--- src/rtl/inst_fetch_unit.sv ---
// -----------------------------------------------------------------------------
// inst_fetch_unit
//
// Pipeline front end sitting directly upstream of instruction_memory_bram.
// Drives the BRAM address from a fetch PC register. It captures the returned
// word one cycle later, together with the PC it was fetched from, into a small
// skid FIFO. Decode drains the FIFO through a valid/ready handshake. A taken
// branch or jump flushes the FIFO, drops the in-flight fetch and restarts
// fetching at the word-aligned target.
//
// Parameters:
//   RESET_PC    first fetch address after reset
//   FIFO_DEPTH  skid buffer entries (2..8)
//
// Ports:
//   clk              system clock, rising edge
//   reset            asynchronous, active-high reset
//   imem_addr        byte address to the BRAM (sampled at the rising edge)
//   imem_rdata       BRAM read word, valid the cycle after the address edge
//   redirect_valid   taken branch/jump this cycle
//   redirect_target  new fetch address (bits [1:0] are forced to zero)
//   inst_valid       inst_data/inst_pc hold a valid instruction
//   inst_ready       decode accepts the head instruction this cycle
//   inst_data        instruction word at the FIFO head
//   inst_pc          byte address of inst_data
// -----------------------------------------------------------------------------
module inst_fetch_unit #(
  parameter logic [31:0] RESET_PC   = 32'h0000_0000,
  parameter int          FIFO_DEPTH = 2
) (
  input  logic        clk,
  input  logic        reset,
  output logic [31:0] imem_addr,
  input  logic [31:0] imem_rdata,
  input  logic        redirect_valid,
  input  logic [31:0] redirect_target,
  output logic        inst_valid,
  input  logic        inst_ready,
  output logic [31:0] inst_data,
  output logic [31:0] inst_pc
);

  localparam int PTR_W = (FIFO_DEPTH > 1) ? $clog2(FIFO_DEPTH) : 1;
  localparam int CNT_W = $clog2(FIFO_DEPTH + 1);

  localparam logic [PTR_W-1:0] LAST_PTR  = PTR_W'(FIFO_DEPTH - 1);
  localparam logic [CNT_W:0]   DEPTH_OCC = (CNT_W + 1)'(FIFO_DEPTH);

  // Fetch state
  logic [31:0] fetch_pc_q, fetch_pc_d;
  logic        inflight_q, inflight_d;
  logic [31:0] tag_q,      tag_d;

  // Skid FIFO state
  logic [31:0]      fifo_pc_q   [FIFO_DEPTH];
  logic [31:0]      fifo_data_q [FIFO_DEPTH];
  logic [PTR_W-1:0] rd_ptr_q, rd_ptr_d;
  logic [PTR_W-1:0] wr_ptr_q, wr_ptr_d;
  logic [CNT_W-1:0] count_q,  count_d;

  // Per-cycle control
  logic             flush;
  logic             pop;
  logic             push;
  logic             issue;
  logic [CNT_W:0]   occupancy;

  function automatic logic [PTR_W-1:0] ptr_inc(input logic [PTR_W-1:0] p);
    return (p == LAST_PTR) ? '0 : p + PTR_W'(1);
  endfunction

  // ---------------------------------------------------------------------------
  // Handshake and issue control
  // ---------------------------------------------------------------------------
  always_comb begin
    flush = redirect_valid;
    pop   = inst_valid & inst_ready;
    push  = inflight_q & ~flush;
    // Slots committed after this edge: buffered entries, plus the word arriving
    // from the BRAM, minus the one decode takes now. Counting the pop as a
    // credit is what allows one fetch per cycle with only two entries.
    occupancy = {1'b0, count_q} + (CNT_W + 1)'(inflight_q) - (CNT_W + 1)'(pop);
    issue     = (occupancy < DEPTH_OCC) & ~flush;
  end

  // ---------------------------------------------------------------------------
  // Next-state logic
  // ---------------------------------------------------------------------------
  always_comb begin
    // NOTE: every signal gets a default first so no path leaves it unassigned,
    // which would otherwise infer a latch.
    fetch_pc_d = fetch_pc_q;
    inflight_d = issue;
    tag_d      = tag_q;
    rd_ptr_d   = rd_ptr_q;
    wr_ptr_d   = wr_ptr_q;
    count_d    = count_q;

    if (flush) begin
      fetch_pc_d = {redirect_target[31:2], 2'b00};
      rd_ptr_d   = '0;
      wr_ptr_d   = '0;
      count_d    = '0;
    end else begin
      if (issue) begin
        // 32-bit add wraps FFFF_FFFC -> 0000_0000 on its own.
        fetch_pc_d = fetch_pc_q + 32'd4;
        tag_d      = fetch_pc_q;
      end
      if (push) wr_ptr_d = ptr_inc(wr_ptr_q);
      if (pop)  rd_ptr_d = ptr_inc(rd_ptr_q);
      count_d = count_q + CNT_W'(push) - CNT_W'(pop);
    end
  end

  // ---------------------------------------------------------------------------
  // State registers
  // ---------------------------------------------------------------------------
  always_ff @(posedge clk or posedge reset) begin
    // NOTE: sequential state uses non-blocking assignments so every register
    // samples the pre-edge values regardless of statement order.
    if (reset) begin
      fetch_pc_q <= RESET_PC;
      inflight_q <= 1'b0;
      tag_q      <= '0;
      rd_ptr_q   <= '0;
      wr_ptr_q   <= '0;
      count_q    <= '0;
    end else begin
      fetch_pc_q <= fetch_pc_d;
      inflight_q <= inflight_d;
      tag_q      <= tag_d;
      rd_ptr_q   <= rd_ptr_d;
      wr_ptr_q   <= wr_ptr_d;
      count_q    <= count_d;
    end
  end

  // NOTE: the FIFO storage has no reset; the outputs below are gated by
  // inst_valid, so stale or unknown entries are never visible.
  always_ff @(posedge clk) begin
    if (push) begin
      fifo_pc_q[wr_ptr_q]   <= tag_q;
      fifo_data_q[wr_ptr_q] <= imem_rdata;
    end
  end

  // ---------------------------------------------------------------------------
  // Outputs
  // ---------------------------------------------------------------------------
  always_comb begin
    imem_addr  = fetch_pc_q;
    inst_valid = (count_q != '0);
    inst_data  = inst_valid ? fifo_data_q[rd_ptr_q] : '0;
    inst_pc    = inst_valid ? fifo_pc_q[rd_ptr_q]   : '0;
  end

endmodule

--- config.mk ---
export PLATFORM = sky130hd
export DESIGN_NAME = inst_fetch_unit
export DESIGN_NICKNAME = d
export VERILOG_FILES = /design/src/rtl/inst_fetch_unit.sv
export SDC_FILE = /design/constraint.sdc
export NUM_CORES = 1
export LEC_CHECK = 0
export CAP_MARGIN = 15
export CORE_ASPECT_RATIO = 1.4
export CORE_MARGIN = 2
export CORE_UTILIZATION = 46
export CTS_CLUSTER_SIZE = 30
export DETAILED_ROUTE_END_ITERATION = 10
export PLACE_DENSITY = 0.76
export RECOVER_POWER = 50
export SLEW_MARGIN = 15
export SYNTH_ARGS = -nofsm -noshare
export SYNTH_HDL_FRONTEND = slang
export SYNTH_SLANG_ARGS = --single-unit
--- constraint.sdc ---
create_clock -name clk -period 3.5 [get_ports clk]
set_input_delay 0.35 -clock clk [delete_from_list [all_inputs] [get_ports clk]]
set_output_delay 0.35 -clock clk [all_outputs]
set_load 0.05 [all_outputs]
==> results of run 1 <==
[worst min-delay path, cell delays in order]
cell    delay [ns]
buf_2         0.10
buf_4         0.26
nor2_1        0.08
[flip-flops by register name, indices dropped and copies added, names as in the netlist]
| register | count |
|---|---|
| fifo_data_q | 64 |
| rd_ptr_q | 1 |
| wr_ptr_q | 1 |
| count_q | 2 |
| inflight_q | 1 |
| tag_q | 30 |
| fifo_pc_q | 60 |
| imem_addr | 30 |
[through the flow]
step	worst slack [ns]	utilization, %	hold slack [ns]	instances	power (µW)
2_1_floorplan	0.488	-	0.437	594	5710
3_3_place_gp	0.0448	58.0	0.446	974	6850
3_5_place_dp	0.0269	58.0	0.451	974	6970
4_1_cts	0.445	61.5	0.346	1006	8890
5_1_grt	0.315	61.3	0.430	1006	9170
6_report	0.446	61.3	0.413	1006	8790
[Yosys cell counts, drive strengths merged]
master  count  share of area [%]
nand3b      1              0.094
a311o       3               0.38
and4        2               0.22
and3        1              0.078
ha          2               0.31
xor2        4               0.67
clkbuf     23                1.1
o311ai      6               0.66
nor4bb      1               0.13
nor4        5               0.55
nand4      14                1.1
a22oi       4               0.38
edfxtp    124                 47
o211ai      1              0.094
nor2       78                3.7
conb        1              0.047
fa          1               0.25
xnor2      10                1.1
nor3b       4               0.38
a21boi      1              0.094
nand3      19                1.2
o21ai      18                1.1
nor2b      10               0.78
o31ai      10               0.94
mux2i      63                7.9
nor3        6               0.38
mux2       26                3.7
nand2b      1              0.078
dfrtp      65                 20
a221oi      1               0.11
nor4b       4               0.44
a31oi       5               0.39
nand2      36                1.7
and3b       1               0.11
inv         7               0.33
buf        12               0.86
a211o       1               0.11
or2         3               0.24
or3         1              0.078
clkinv      1              0.047
or4         6               0.56
and2        5               0.39
a21oi       4               0.25
[layer usage]
layer  routed length, µm  up-vias
li1                    -     2501
met1                6850     2632
met2                9740      202
met3                 911       25
met4                 286        0
met5                   0        -
[power groups by stage]
stage	registers [µW]	clock network, µW	logic, µW
after floorplan	3440	0	2280
after global placement	3360	0	3490
after detailed placement	3410	0	3560
after CTS	3360	1960	3570
after global routing	3420	2040	3710
final	3360	1920	3510
[cells by family after synthesis]
group | after synthesis | synth area share, %
AND/OR/NAND/NOR | 198 | 12.2
flip-flops | 189 | 67.0
multiplexers | 89 | 11.6
AO/OA/AOI/OAI | 54 | 4.53
buffers and inverters | 43 | 2.32
XOR/XNOR | 14 | 1.77
adder cells (fa/ha/maj) | 3 | 0.564
other | 1 | 0.0470
[how the worst max path moves through the flow]
stage	endpoint	slack, ns	depth (start not counted)
2_1_floorplan	fifo_data_q[0][0]	0.49	4
3_3_place_gp	imem_addr[23]	0.04	9
3_5_place_dp	imem_addr[18]	0.03	8
4_1_cts	imem_addr[17]	0.45	8
5_1_grt	fifo_pc_q[1][22]	0.31	3
6_report	imem_addr[17]	0.45	8
[final cells by class]
cell class                      count  share of cell area [%]
Clock inverter                     15                    1.64
Timing Repair Buffer              179                    17.0
Inverter                            8                   0.285
Clock buffer                       17                    4.04
Multi-Input combinational cell    362                    23.4
Sequential cell                   189                    50.8
Tap cell                          236                    2.80
==> results.md, run 1 <==
- Reg2reg setup slack: about 0.48 ns
- Avg Cell Area, Syn: 13.5 µm²
- Crit path time final: a little over 3 ns
- Share of layout cells above drive strength 1: between 10 and 15%
- Area grow syn2layout: 32.0%
- Starting Density: between 40% and 50%
- CP top delay family: simple AND/OR/NAND/NOR gates
- LEAKAGE: between 0.003 and 0.004 µW
- CP required: 3.84 ns
- CTS tree: built
- Sequential fraction of the synthesis area: ~67%
- RSZ-0062 raised after global routing: false
- Nets@finish: about 830
- Psw: approximately 3400 µW
- Least-Margin Pin Slew: about 2.1 ns
- Setup crit start: inst_ready
- Most used cell, CP: or4_1
- WS Path Type: input pin to flip-flop
- Peak VDD IR: roughly 0.38 mV
- Slowest-stage cell, CP: or4_1
- Hold Path Stages: 3
- Post-CTS sizing: 0
- Final Hold Viols: 0
- Hold EP: wr_ptr_q
- Commonest non-fill, non-tap cells in the layout: 124 x edfxtp_1, 124 x clkdlybuf4s50_1, 77 x nor2_1
- M2 GR Usage: 35.9%
- Initial antenna violation count: 0
- Setup bufs post-CTS: 0
- Initial drt markers: around 300
- WL per Instance: between 15 and 20 µm
- Vias per std cell: between 5 and 6
- Clock root buffer: clkbuf_16
- Busiest metal layer after global routing: met2
- Post-DP Area: 9970 µm²
- CP Max Fanout: 7
- Slew margin rel.: -40.7%
- Final setup TNS: 0 ns
- Core Area: ~17000 µm²
- CP Cell Sequence: clkdlybuf4s50_1 > and3b_1 > o21ai_0 > fa_1 > xor2_4 > or4_1 > or4_1 > a31oi_1
- Layout fillers: around 1300
- Die footprint: ~18000 µm²
- I/O pin total: roughly 170
- Grt ovf: 0
- Internal power consumption: between 5000 and 6000 µW
- PortBufs: between 150 and 200
- CP arrival: between 3 and 4 ns
- Worst reg2reg path endpoint: imem_addr[17]
- CTS buffer count: 17
- Max-cap check violation count: 2
- Fin crit share: around 87%
- Yosys warns: 0
- Syn Std Cell Area: 7980 µm²
- Clock power frac: 21.8%
- Status: finished with violations
- Count of different cell masters after synthesis: 48
- Pins over their slew limit: 43
- Cell count after synthesis: roughly 590
- RR Startpoint: count_q[0]
- Storage element area: 5350 µm²
- CP Capture Type: flip-flop
- Gpl congestion: 0.793
- Row cnt: 57
- Fin area: roughly 11000 µm²
- GR Util All Layers: about a fifth
- Total number of vias: 5360
- Biggest cell delay along the critical path: between 0.7 and 0.8 ns
- Detailed placement HPWL: 12400 µm
- Setup-failing EPs final: 0
- Multi-input logic area: 2470 µm²
- Drt total wl: roughly 18000 µm
- Hold path start: redirect_valid
- Die H: between 150 and 200 µm
- Hold WC Path Type: input pin to flip-flop
- Switch share: around two fifths
- Comb pwr share: about 40%
- H-Tree Depth: 4
- Number of global-route vias before repair: 5424
- DR DRC count: 0
- Drt first pass iters: 5
- Clk sinks: between 150 and 200
- R2R cell count: 7
- Number of diodes: 0
- CTS Hold Buffers Added: 0
- ANT nets after route: 0
- Largest net degree at the start of global routing: 44
- Met1 GRT Util: a little under a quarter
- Max Freq: approximately 330 MHz
- Worst clock skew: ~0.0086 ns
- Seq pwr share: a little under two fifths
- Failing checks: capacitance limit, slew limit
- Met3 Usage GRT: approximately 3.1%
- Seq cells post-synth: ~190
- Cell Pwr Density: roughly 830 nW/µm²
- Max clock buf depth: 2
- Die X: between 100 and 150 µm
- Worst skew pair latency: between 0.4 and 0.5 ns
- First-pass GRT wire length: between 20000 and 30000 µm
- Worst Setup Start Kind: input pin
- Clock Pin Slew Worst Setup and Hold Paths: 0.07 ns
- CP Buf/Inv Count: 1
No activity file was read; power rests on OpenSTA's default activity.
==> run 2: changes to the inputs <==
--- a/config.mk
+++ b/config.mk
@@ -8,11 +8,13 @@
 export CAP_MARGIN = 15
 export CORE_ASPECT_RATIO = 1.4
 export CORE_MARGIN = 2
-export CORE_UTILIZATION = 46
+export CORE_UTILIZATION = 51
 export CTS_CLUSTER_SIZE = 30
 export DETAILED_ROUTE_END_ITERATION = 10
-export PLACE_DENSITY = 0.76
+export GPL_TIMING_DRIVEN = 0
+export PLACE_DENSITY = 0.8
 export RECOVER_POWER = 50
+export SETUP_SLACK_MARGIN = 0.2
 export SLEW_MARGIN = 15
 export SYNTH_ARGS = -nofsm -noshare
 export SYNTH_HDL_FRONTEND = slang
==> constraint.sdc (replaced) <==
create_clock -name clk -period 3 [get_ports clk]
set_input_delay 0.3 -clock clk [delete_from_list [all_inputs] [get_ports clk]]
set_output_delay 0.3 -clock clk [all_outputs]
set_load 0.05 [all_outputs]
==> results.md, run 2 (synthesized netlist as in run 1, its figures left out) <==
- CTS buffer count: 17 (unchanged)
- Layout Utilization: 70.5% (+9.2 points)
- Biggest cell delay along the critical path: 0.59 ns (-0.12 ns)
- Max-cap check violation count: 1 (-1)
- Drt first pass iters: 5 (unchanged)
- Least-Margin Pin Slew: 1.58 ns (-0.528 ns)
- Leading cell type in the layout, fill and taps excluded: edfxtp_1
- Die footprint: 16700 µm² (-9.5%)
- Slew margin rel.: -5.21% (+35 points)
- Failing checks: capacitance limit, slew limit
- Hold WC Path Type: input pin to asynchronous set/reset pin
- Number of global-route vias before repair: 5923 (+9.2%)
- Drt total wl: 19400 µm (+9.2%)
- Non-filler cells, final: 1003 (-0.30%)
- Biggest regs: fifo_data_q x64, fifo_pc_q x60
- ANT nets after route: 0 (unchanged)
- Area grow syn2layout: 36.7%
- Layout fillers: 1057 (-20%)
- R2R cell count: 9 (+2)
- CP required: 3.35 ns (-0.49 ns)
- Setup crit start: inst_ready
- Worst setup path end: imem_addr[16]
- Share of layout cells above drive strength 1: 15.6% (+4.2 points)
- Cell Pwr Density: 957 nW/µm² (+15%)
- WL per Instance: 19.4 µm (+9.5%)
- Starting Density: 51.6% (+5.1 points)
- RR Startpoint: count_q[1]
- Detailed placement HPWL: 13100 µm (+5.1%)
- WS Path Type: input pin to flip-flop
- Worst clock skew: 0.0124 ns (+0.00385 ns)
- Clock root buffer: clkbuf_16
- Final Hold Viols: 0 (unchanged)
- Worst reg2reg path endpoint: imem_addr[16]
- RSZ-0062 raised after global routing: true
- Commonest non-fill, non-tap cells in the layout: 124 x edfxtp_1, 77 x nor2_1, 65 x dfrtp_1
- Vias per std cell: 5.72 (+7.3%)
- CTS tree: built
- Clock Pin Slew Worst Setup and Hold Paths: 0.08 ns (about the same)
- H-Tree Depth: 4 (unchanged)
- PortBufs: 158 (unchanged)
- Max Freq: between 300 and 400 MHz
- Minimum hold slack: 0.247 ns (-0.166 ns)
- Number of flip-flops in the largest register: 64 (unchanged)
- CP Capture Type: flip-flop
- Biggest register: fifo_data_q
- Grt ovf: 0 (unchanged)
- LEAKAGE: 0.00447 µW (+20%)
- Setup-failing EPs final: 0 (unchanged)
- Worst setup margin: 0.191 ns (-0.256 ns)
- Slowest-stage cell, CP: clkdlybuf4s50_1
- Crit path time final: 2.81 ns
- Worst Setup Start Kind: input pin
- Max clock buf depth: 2 (unchanged)
- DR DRC count: 0 (unchanged)
- CP arrival: 3.16 ns (-0.23 ns)
- Initial drt markers: 365 (+19%)
- First-pass GRT wire length: 29900 µm (+8.2%)
- I/O pin total: 165 (unchanged)
- CP Cell Sequence: clkdlybuf4s50_1 > and3b_2 > o21ai_2 > fa_2 > xor2_4 > or4_4 > buf_8 > or4_1 > a31oi_1
- Cells after DPL: 952 (-2.3%)
- Reg2reg setup slack: 0.20 ns (-0.28 ns)
- Worst skew pair latency: 0.43 ns (about the same)
- Status: finished with violations
- Die X: 110 µm (-4.9%)
- Peak VDD IR: 0.466 mV (+22%)
- GR Util All Layers: 23.5% (+4.1 points)
- Fin crit share: 93.6%
- Gpl congestion: 0.860 (+8.4%)
- CTS Hold Buffers Added: 0 (unchanged)
- Nets@finish: 864 (+4.3%)
- Initial antenna violation count: 1 (+1)
- Largest net degree at the start of global routing: 62 (+41%)
- Setup slack at placement: -0.594 ns (-0.621 ns)
- Tot Pwr: 10400 µW (+19%)
- Pins over their slew limit: 62 (+44%)
- Die H: 152 µm (-4.9%)
- Row cnt: 54 (-5.3%)
- CP Max Fanout: 5 (-2)
- Core Area: 15500 µm² (-10%)
- Total number of vias: 5736 (+7.0%)
- Clk sinks: 189 (unchanged)
## run 2: cell count changes in the layout (fill, tap and decap cells not counted), sizes merged, moves of 12 or more
cell,change
clkbuf,+23
buf,+12
clkdlybuf4s50,-79
dlymetal6s2s,+29
dlygate4sd3,+31
dlygate4sd2,+20
## run 2: per-layer routing
metal  wire length [µm]  GRT usage, %  vias to the layer above
met5                  0             0                        -
met4                656          9.52                        0
met3               1320          5.15                       55
met2              10500          41.9                      260
met1               6990          26.7                     2824
li1                   -             -                     2597
## run 2: worst min path at each step
stage	startpoint	slack, ns	depth (start not counted)	end
2_1_floorplan	imem_rdata[0]	0.40	0	fifo_data_q[0][0]
3_3_place_gp	tag_q[5]	0.45	0	fifo_pc_q[1][5]
3_5_place_dp	tag_q[29]	0.45	0	fifo_pc_q[0][29]
4_1_cts	reset	0.11	2	tag_q[13]
5_1_grt	reset	0.27	2	tag_q[13]
6_report	reset	0.25	2	tag_q[14]
## run 2: repair_timing
action                                  4_1_cts  5_1_grt
gates resized for setup                      43       46
gates cloned                                  0        1
pin swaps                                     9        4
buffers inserted                             10        7
endpoints found under the setup margin      105       44
endpoints found under the hold margin         0        0
## run 2: stage by stage
step	instance area [µm²]	TNS (ns)
floorplan	8030	0
global placement	9850	-126.99
detailed placement	9960	-13.30
CTS	10700	0
global route	10900	0
finish	10900	0
## run 2: area by class of cell
type	instances	area [µm²]	area share, %
Multi-Input combinational cell	362	2560	23.5
Tap cell	196	245	2.25
Clock buffer	17	425	3.90
Inverter	8	31.3	0.287
Sequential cell	189	5350	49.1
Antenna cell	1	2.50	0.0229
Buffer	35	196	1.80
Timing Repair Buffer	180	1880	17.3
Clock inverter	15	215	1.97
## run 2: where the power goes
part / switching [µW] / leakage [µW] / internal (µW)
Sequential: 350 / 0.00190 / 3510
Combinational: 2740 / 0.00226 / 1510
Clock: 1110 / 0.000307 / 1220
Total: 4200 / 0.00447 / 6240
## run 2: worst max-delay path: cells and delay by family
family,cells,cell delay [ns]
compound gates,2,0.24
simple gates,3,1.27
buf+inv,2,0.74
xor+xnor,1,0.18
fa+ha+maj,1,0.41
